<file path="src/rtl/display_scan_ctrl.sv">
// Six-digit multiplexed 7-segment scan controller for an HH:MM:SS clock.
// Scans one digit per slot with a leading all-off interval against ghosting,
// shows a frame-coherent snapshot of the time digits, blinks the field being
// set, and optionally suppresses a leading zero on the tens-of-hours digit.
module display_scan_ctrl #(
    parameter int unsigned SCAN_DIV  = 50_000,
    parameter int unsigned BLANK_CYC = 500,
    parameter int unsigned BLINK_DIV = 12_500_000,
    parameter int unsigned LZ_BLANK  = 0
) (
    input  logic       clk,
    input  logic       rst,
    input  logic [3:0] hour_h,
    input  logic [3:0] hour_l,
    input  logic [3:0] minute_h,
    input  logic [3:0] minute_l,
    input  logic [3:0] second_h,
    input  logic [3:0] second_l,
    input  logic       set_mode,
    input  logic       set_hour,
    input  logic       set_minute,
    input  logic       set_second,
    output logic [7:0] seg,
    output logic [5:0] dig_sel,
    output logic       frame_start
);

    localparam int unsigned CNT_W   = (SCAN_DIV > 1) ? $clog2(SCAN_DIV) : 1;
    localparam int unsigned BLINK_W = (BLINK_DIV > 1) ? $clog2(BLINK_DIV) : 1;
    localparam int unsigned SLOT_W  = 3;

    localparam logic [CNT_W-1:0]   CNT_MAX   = CNT_W'(SCAN_DIV - 1);
    localparam logic [CNT_W-1:0]   BLANK_LIM = CNT_W'(BLANK_CYC);
    localparam logic [BLINK_W-1:0] BLINK_MAX = BLINK_W'(BLINK_DIV - 1);
    localparam logic [SLOT_W-1:0]  SLOT_LAST = SLOT_W'(5);
    localparam logic               LZ_EN     = (LZ_BLANK != 0);

    logic [CNT_W-1:0]   cnt;
    logic [SLOT_W-1:0]  slot;
    logic [BLINK_W-1:0] blink_cnt;
    logic               blink_vis;

    // Snapshot digits packed {hour_h, hour_l, minute_h, minute_l, second_h, second_l}
    logic [23:0] snap_digits;
    logic        snap_mode;
    logic        snap_hour;
    logic        snap_minute;
    logic        snap_second;

    logic        slot_end;
    logic        frame_end;

    logic [7:0]  seg_nxt;
    logic [5:0]  dig_nxt;
    logic        fs_nxt;
    logic [3:0]  cur_digit;
    logic        cur_flag;
    logic        cur_blank;

    // Seven-segment encoding (active-low, dp off); non-BCD values show a dash
    function automatic logic [7:0] seg_encode(input logic [3:0] d);
        case (d)
            4'd0:    return 8'hC0;
            4'd1:    return 8'hF9;
            4'd2:    return 8'hA4;
            4'd3:    return 8'hB0;
            4'd4:    return 8'h99;
            4'd5:    return 8'h92;
            4'd6:    return 8'h82;
            4'd7:    return 8'hF8;
            4'd8:    return 8'h80;
            4'd9:    return 8'h90;
            default: return 8'hBF;
        endcase
    endfunction

    assign slot_end  = (cnt == CNT_MAX);
    assign frame_end = slot_end && (slot == SLOT_LAST);

    // Slot timer and slot index
    always_ff @(posedge clk) begin
        if (!rst) begin
            cnt  <= '0;
            slot <= '0;
        end else if (slot_end) begin
            cnt  <= '0;
            slot <= (slot == SLOT_LAST) ? '0 : slot + SLOT_W'(1);
        end else begin
            cnt <= cnt + CNT_W'(1);
        end
    end

    // Free-running blink phase, starts visible
    always_ff @(posedge clk) begin
        if (!rst) begin
            blink_cnt <= '0;
            blink_vis <= 1'b1;
        end else if (blink_cnt == BLINK_MAX) begin
            blink_cnt <= '0;
            blink_vis <= ~blink_vis;
        end else begin
            blink_cnt <= blink_cnt + BLINK_W'(1);
        end
    end

    // Capture digits and set flags once per frame so a frame never tears
    always_ff @(posedge clk) begin
        if (!rst) begin
            snap_digits <= '0;
            snap_mode   <= 1'b0;
            snap_hour   <= 1'b0;
            snap_minute <= 1'b0;
            snap_second <= 1'b0;
        end else if (frame_end) begin
            snap_digits <= {hour_h, hour_l, minute_h, minute_l, second_h, second_l};
            snap_mode   <= set_mode;
            snap_hour   <= set_hour;
            snap_minute <= set_minute;
            snap_second <= set_second;
        end
    end

    // Next output values from current slot state and snapshot
    always_comb begin
        seg_nxt   = 8'hFF;
        dig_nxt   = 6'h3F;
        fs_nxt    = (cnt == '0) && (slot == '0);
        cur_digit = 4'd0;
        cur_flag  = 1'b0;
        cur_blank = 1'b0;

        case (slot)
            3'd0: begin cur_digit = snap_digits[23:20]; cur_flag = snap_hour;   end
            3'd1: begin cur_digit = snap_digits[19:16]; cur_flag = snap_hour;   end
            3'd2: begin cur_digit = snap_digits[15:12]; cur_flag = snap_minute; end
            3'd3: begin cur_digit = snap_digits[11:8];  cur_flag = snap_minute; end
            3'd4: begin cur_digit = snap_digits[7:4];   cur_flag = snap_second; end
            3'd5: begin cur_digit = snap_digits[3:0];   cur_flag = snap_second; end
            default: begin cur_digit = 4'd0; cur_flag = 1'b0; end
        endcase

        cur_blank = (snap_mode && !blink_vis && cur_flag)
                 || (LZ_EN && (slot == '0) && (cur_digit == 4'd0));

        if (cnt >= BLANK_LIM) begin
            dig_nxt = ~(6'b00_0001 << slot);
            if (!cur_blank) begin
                seg_nxt = seg_encode(cur_digit);
                // Separator dots after the hour and minute pairs
                if ((slot == 3'd1) || (slot == 3'd3)) begin
                    seg_nxt[7] = 1'b0;
                end
            end
        end
    end

    // Output registers, one cycle behind the scan state
    always_ff @(posedge clk) begin
        if (!rst) begin
            seg         <= 8'hFF;
            dig_sel     <= 6'h3F;
            frame_start <= 1'b0;
        end else begin
            seg         <= seg_nxt;
            dig_sel     <= dig_nxt;
            frame_start <= fs_nxt;
        end
    end

endmodule
</file>
<file path="config.mk">
export PLATFORM = sky130hd
export DESIGN_NAME = display_scan_ctrl
export DESIGN_NICKNAME = d
export VERILOG_FILES = /design/src/rtl/display_scan_ctrl.sv
export SDC_FILE = /design/constraint.sdc
export NUM_CORES = 1
export LEC_CHECK = 0
export BUFFER_PORTS_ARGS = -buffer_cell sky130_fd_sc_hd__buf_2
export CELL_PAD_IN_SITES_DETAIL_PLACEMENT = 1
export CELL_PAD_IN_SITES_GLOBAL_PLACEMENT = 2
export CORE_MARGIN = 2
export CORE_UTILIZATION = 38
export CTS_CLUSTER_SIZE = 16
export DETAILED_ROUTE_END_ITERATION = 8
export GPL_TIMING_DRIVEN = 0
export PLACE_DENSITY_LB_ADDON = 0.1
export SETUP_SLACK_MARGIN = 0.05
export SKIP_CTS_REPAIR_TIMING = 1
export SYNTH_ARGS = -nofsm -noshare
export SYNTH_HDL_FRONTEND = slang
export SYNTH_SLANG_ARGS = --single-unit
</file>
<file path="constraint.sdc">
create_clock -name clk -period 5.75 [get_ports clk]
set_clock_uncertainty 0.15 [all_clocks]
set_input_delay 0.8625 -clock clk [delete_from_list [all_inputs] [get_ports clk]]
set_output_delay 0.8625 -clock clk [all_outputs]
set_load 0.05 [all_outputs]
</file>
### After elaboration in Yosys (flattened, before gate mapping)

Memory sizes are Yosys's and may differ from the RTL's. A register that Yosys moved wholly into a read port is not among the register bits.
Index checks and enable logic that the tools add are counted.
Widths: inputs -> output; s select.

| word-level totals | value |
|---|---|
| flip-flop bits (word level) | 87 |
| memory bits (read-only) | 112 |
| output and inout port bits | 15 |
| logic and storage cells | 48 |
| memories kept | 1 |

| cells by class | value |
|---|---|
| $add $sub $neg | 3 |
| $lt $le $gt $ge | 1 |
| equal/unequal tests | 7 |
| shifts and indexed selects | 1 |
| mux-type cells | 4 |
| bitwise logic cells | 4 |
| reductions and logical operators | 15 |

Memories:

| name | depth | bits a word | rd ports | clocked after Yosys merged registers in | write ports | RTL line | RTL |
|---|---|---|---|---|---|---|---|
| (no name shown) | 16 | 7 | 1 | 1 | 0 | 62 | `case (d)` |

Operators with widths:

| operator | count |
|---|---|
| $add 24x1->24 const B | 1 |
| $eq 24x24->1 const B | 1 |
| $pmux 4 s6 | 1 |
| $add 16x1->16 const B | 1 |
| $eq 16x16->1 const B | 1 |
| $ge 16x9->1 const B | 1 |
| $logic_not 16->1 | 1 |
| $reduce_or 2->1 | 5 |
| $eq 3x2->1 const B | 2 |
| $eq 3x3->1 const B | 2 |
| $not 6->6 | 1 |
| $shl 1x3->6 const A | 1 |
| $logic_and 1x1->1 | 4 |
| $add 3x1->3 const B | 1 |
| $eq 3x1->1 const B | 1 |
| $logic_not 3->1 | 1 |
| $mux 3 | 1 |
| $not 1->1 | 3 |
| $pmux 1 s3 | 1 |
| $reduce_or 3->1 | 1 |
| $reduce_and 2->1 | 1 |
| $logic_not 1->1 | 1 |
| $logic_or 1x1->1 | 1 |
| $mux 1 | 1 |

### Depth between registers and ports, before layout

| depth | value |
|---|---|
| word-level depth | 5 |
| mapped depth | 11 |
| mapped depth without buffers | 9 |

### Worst setup path before layout

OpenSTA, ideal clock, no wires.

| path | value |
|---|---|
| kind | register -> register |
| start point | register slot[0] |
| end point | register seg[0] |
| arrival time | 2.075 ns |
| setup slack | 3.408 ns |
| stages on the path, launching flop included | 9 |
| path through | dfxtp_1 > buf_2 > buf_2 > and2_1 > ha_1 > a221o_1 > a311oi_2 > nand3b_1 > o22a_1 |

| between the ends | value |
|---|---|
| word-level cells in the longest chain between the ends | 5 |
| elaborated cells on any way between the ends | 13 |
| classes of those cells | 5 x eq/ne; 2 x mux; 6 x reduce/logical |

RTL lines:

| what | RTL line | RTL |
|---|---|---|
| start: declaration | 39 | `logic [SLOT_W-1:0] slot;` |
| start signal: assignment | 87 | `slot <= (slot == SLOT_LAST) ? '0 : slot + SLOT_W'(1);` |
| $eq 3x3->1, or another cell as far along | 132 | `case (slot)` |
| $reduce_or 2->1 (no source line) | n/a |  |
| $pmux 1 s3 | 132 |  |
| $logic_and 1x1->1 | 142 | `cur_blank = (snap_mode && !blink_vis && cur_flag)` |
| $reduce_or 3->1 (no source line) | n/a |  |
| end: declaration | 23 | `output logic [7:0] seg,` |

Parallel ways exist; a longest one is shown, timed or not.
A chain may end at the register's enable or synchronous reset.

### Worst setup path after layout

| path | value |
|---|---|
| start point | register slot[0] |
| end point | register seg[5] |

The elaborated chain is that of the path after synthesis.

==> qor.csv <==
metric,value,unit
status,completed,
synth_top_flop_cell,dfxtp_1,
critical_path.top_delay_family,compound AO/OA/AOI/OAI gates,
critical_path_buf_inv_count,2,
nFillCells,1283,
cp_common_cell,buf_2,
vias_per_cell,5.00,
antenna_cells,0,
synth_warnings,0,
r2r_slack,2.97,ns
ys_seq_area_frac,0.444,
final_nets,537,
drtIter0Drc,69,
areaGrowthSynthToFinish,14.0,%
ys_seq_elements,87,
initial_core_util,0.385,
yosysTopAreaCell,dfxtp_1,
clk_path_buf_depth,2,
peakVddDrop,108,uV
hold_path.class,register to register,
yosysMostFrequentCell,dfxtp_1,
cts_max_level,3,
fin_crit_sh,0.484,
grt_pass1_vias,3381,
end_kind,register,
hold_viol,0,
cts_tree,built,
drtAntennaViolNets,0,
path_class,register to register,
tns,0,ns
critPathArrivalTime,2.88,ns
fp-row-count,37,
drt_first_pass_iters,4,
drive_above_1_share,0.239,
antenna_found_initial,0,
cp_max_fo,10,
grt_max_degree,14,
critPathLaunchType,register,
relSlewSlack,0.215,
fmax,0.359,GHz
portBuffers,44,
grt_overflow_total,0,
hpwl,6970,microns
core,0.0102,sq mm
worst_ep_required_time,5.85,ns
num_io_pins,45,
synth.distinct_cells,52,
crit_slowest_cell,a222oi_1,
vias,3197,
postSynthCellCount,443,
clk_latency,0.35,ns
setup_viol,0,
cts.clk_slew.worst_paths,0.09,ns
syn_nets,482,
cts.sinks,87,
worst_pin_slew,1.17,ns
track_usage,0.179,
cp_slowest_stage_delay,0.89,ns
crit_path_cell_trace,buf_2 > buf_2 > and2_1 > ha_1 > a222oi_1 > nand2_1 > o22a_1,
cap_violations,0,
final_core_util,0.439,
min_period,2.78,ns
async_flop_share,0,
final_max_slew_viol_count,0,
die-area,0.0112,sq mm
synth_common_cells,"87 x dfxtp_1, 62 x nand2_1, 55 x nor2_1",
p_leak,1.62,nW
wl_per_cell,14.7,microns
gp_congestion,0.775,
synth_area_leaders,"dfxtp_1 44%, nand2_1 5.9%, nor2_1 5.3%, xor2_1 4.7%, a21oi_2 4.5%",
cts_root_buf,clkbuf_8,
pwr_density_cell,228,mW/mm^2
grt_pass1_wl,15900,microns
postSynthAreaPerCell,8.86,sq um
syn_area,0.00393,sq mm
die_w,106,microns
synth_top_area_share,0.444,
grt_setup_unrepaired,false,
numCtsBuffers,9,
synth-edff-count,0,
drc_errors,0,
die_h,106,microns
drt_wl_total,9360,microns
[path summary, 6_finish.rpt]
check                                from   endpoint  cells past startpoint
worst max register to register    slot[0]     seg[5]                      7
worst min register to register  snap_hour  snap_hour                      2
worst max-delay path              slot[0]     seg[5]                      7
worst min-delay path            snap_hour  snap_hour                      2
[through the flow]
step / total power (W) / instances / instance area, sq um / hold WS, ns / setup slack, ns
2_1_floorplan: 0.000643 / 443 / 3930 / 0.268 / 3.41
3_3_place_gp: 0.000661 / 623 / 4320 / 0.278 / 2.99
3_5_place_dp: 0.000663 / 623 / 4320 / 0.299 / 2.94
4_1_cts: 0.00103 / 639 / 4470 / 0.311 / 2.92
5_1_grt: 0.00106 / 639 / 4470 / 0.327 / 2.75
6_report: 0.00102 / 639 / 4470 / 0.308 / 2.97
[cells in the final DEF (no fill, tap or decap), drive strengths merged, types with 11 or more instances in the layout]
cell type  synthesis  layout
nand2             82      82
a21oi             34      34
inv               13      13
dfxtp             87      87
nand4             11      11
nor2              55      55
xnor2             16      16
xor2              21      21
clkbuf             9      21
buf               12      56
nand3             15      15
[worst register-to-register path: stages (launching register included)]
cell	delay, ns
dfxtp_1	0.30
buf_2	0.17
buf_2	0.21
and2_1	0.17
ha_1	0.28
a222oi_1	0.89
nand2_1	0.27
o22a_1	0.25
[registers in the layout (all words and copies together), names as in the netlist]
name         cells
snap_second      1
snap_hour        1
seg              8
frame_start      1
cnt             16
snap_mode        1
blink_cnt       24
blink_vis        1
slot             3
dig_sel          6
snap_minute      1
snap_digits     24
[per-layer routing]
| layer | wire, microns | share of wire | track usage |
|---|---|---|---|
| met1 | 4610 | 0.49 | 0.229 |
| met2 | 4400 | 0.47 | 0.303 |
| met3 | 236 | 0.025 | 0.0266 |
| met4 | 123 | 0.013 | 0.0714 |
| met5 | 0 | 0 | 0 |
[power breakdown]
part / total [W] / leakage [nW] / internal [W] / switching [W]
clock: 0.000371 / 0.0801 / 0.000156 / 0.000215
combinational: 0.0000376 / 0.841 / 0.0000143 / 0.0000233
sequential: 0.000609 / 0.703 / 0.000606 / 0.00000328
total: 0.00102 / 1.62 / 0.000776 / 0.000241
[layout make-up]
class                      count  area, sq um  area share
multi-input combinational    321         2000       0.447
sequential                    87         1740       0.389
tap                          136          170      0.0380
clock inverter                 4         22.5     0.00503
clock buffer                  12          135      0.0302
timing repair buffer          44          220      0.0492
buffer                        21          133      0.0297
inverter                      14         52.6      0.0117
[logic make-up after synthesis]
group | count (synthesis) | synth area share
simple gates | 211 | 0.265
flops | 87 | 0.444
compound gates | 55 | 0.106
xor+xnor | 37 | 0.0826
buf+inv | 35 | 0.0472
mux | 9 | 0.0265
fa+ha+maj | 9 | 0.0287
No activity file was read; power rests on OpenSTA's default activity.
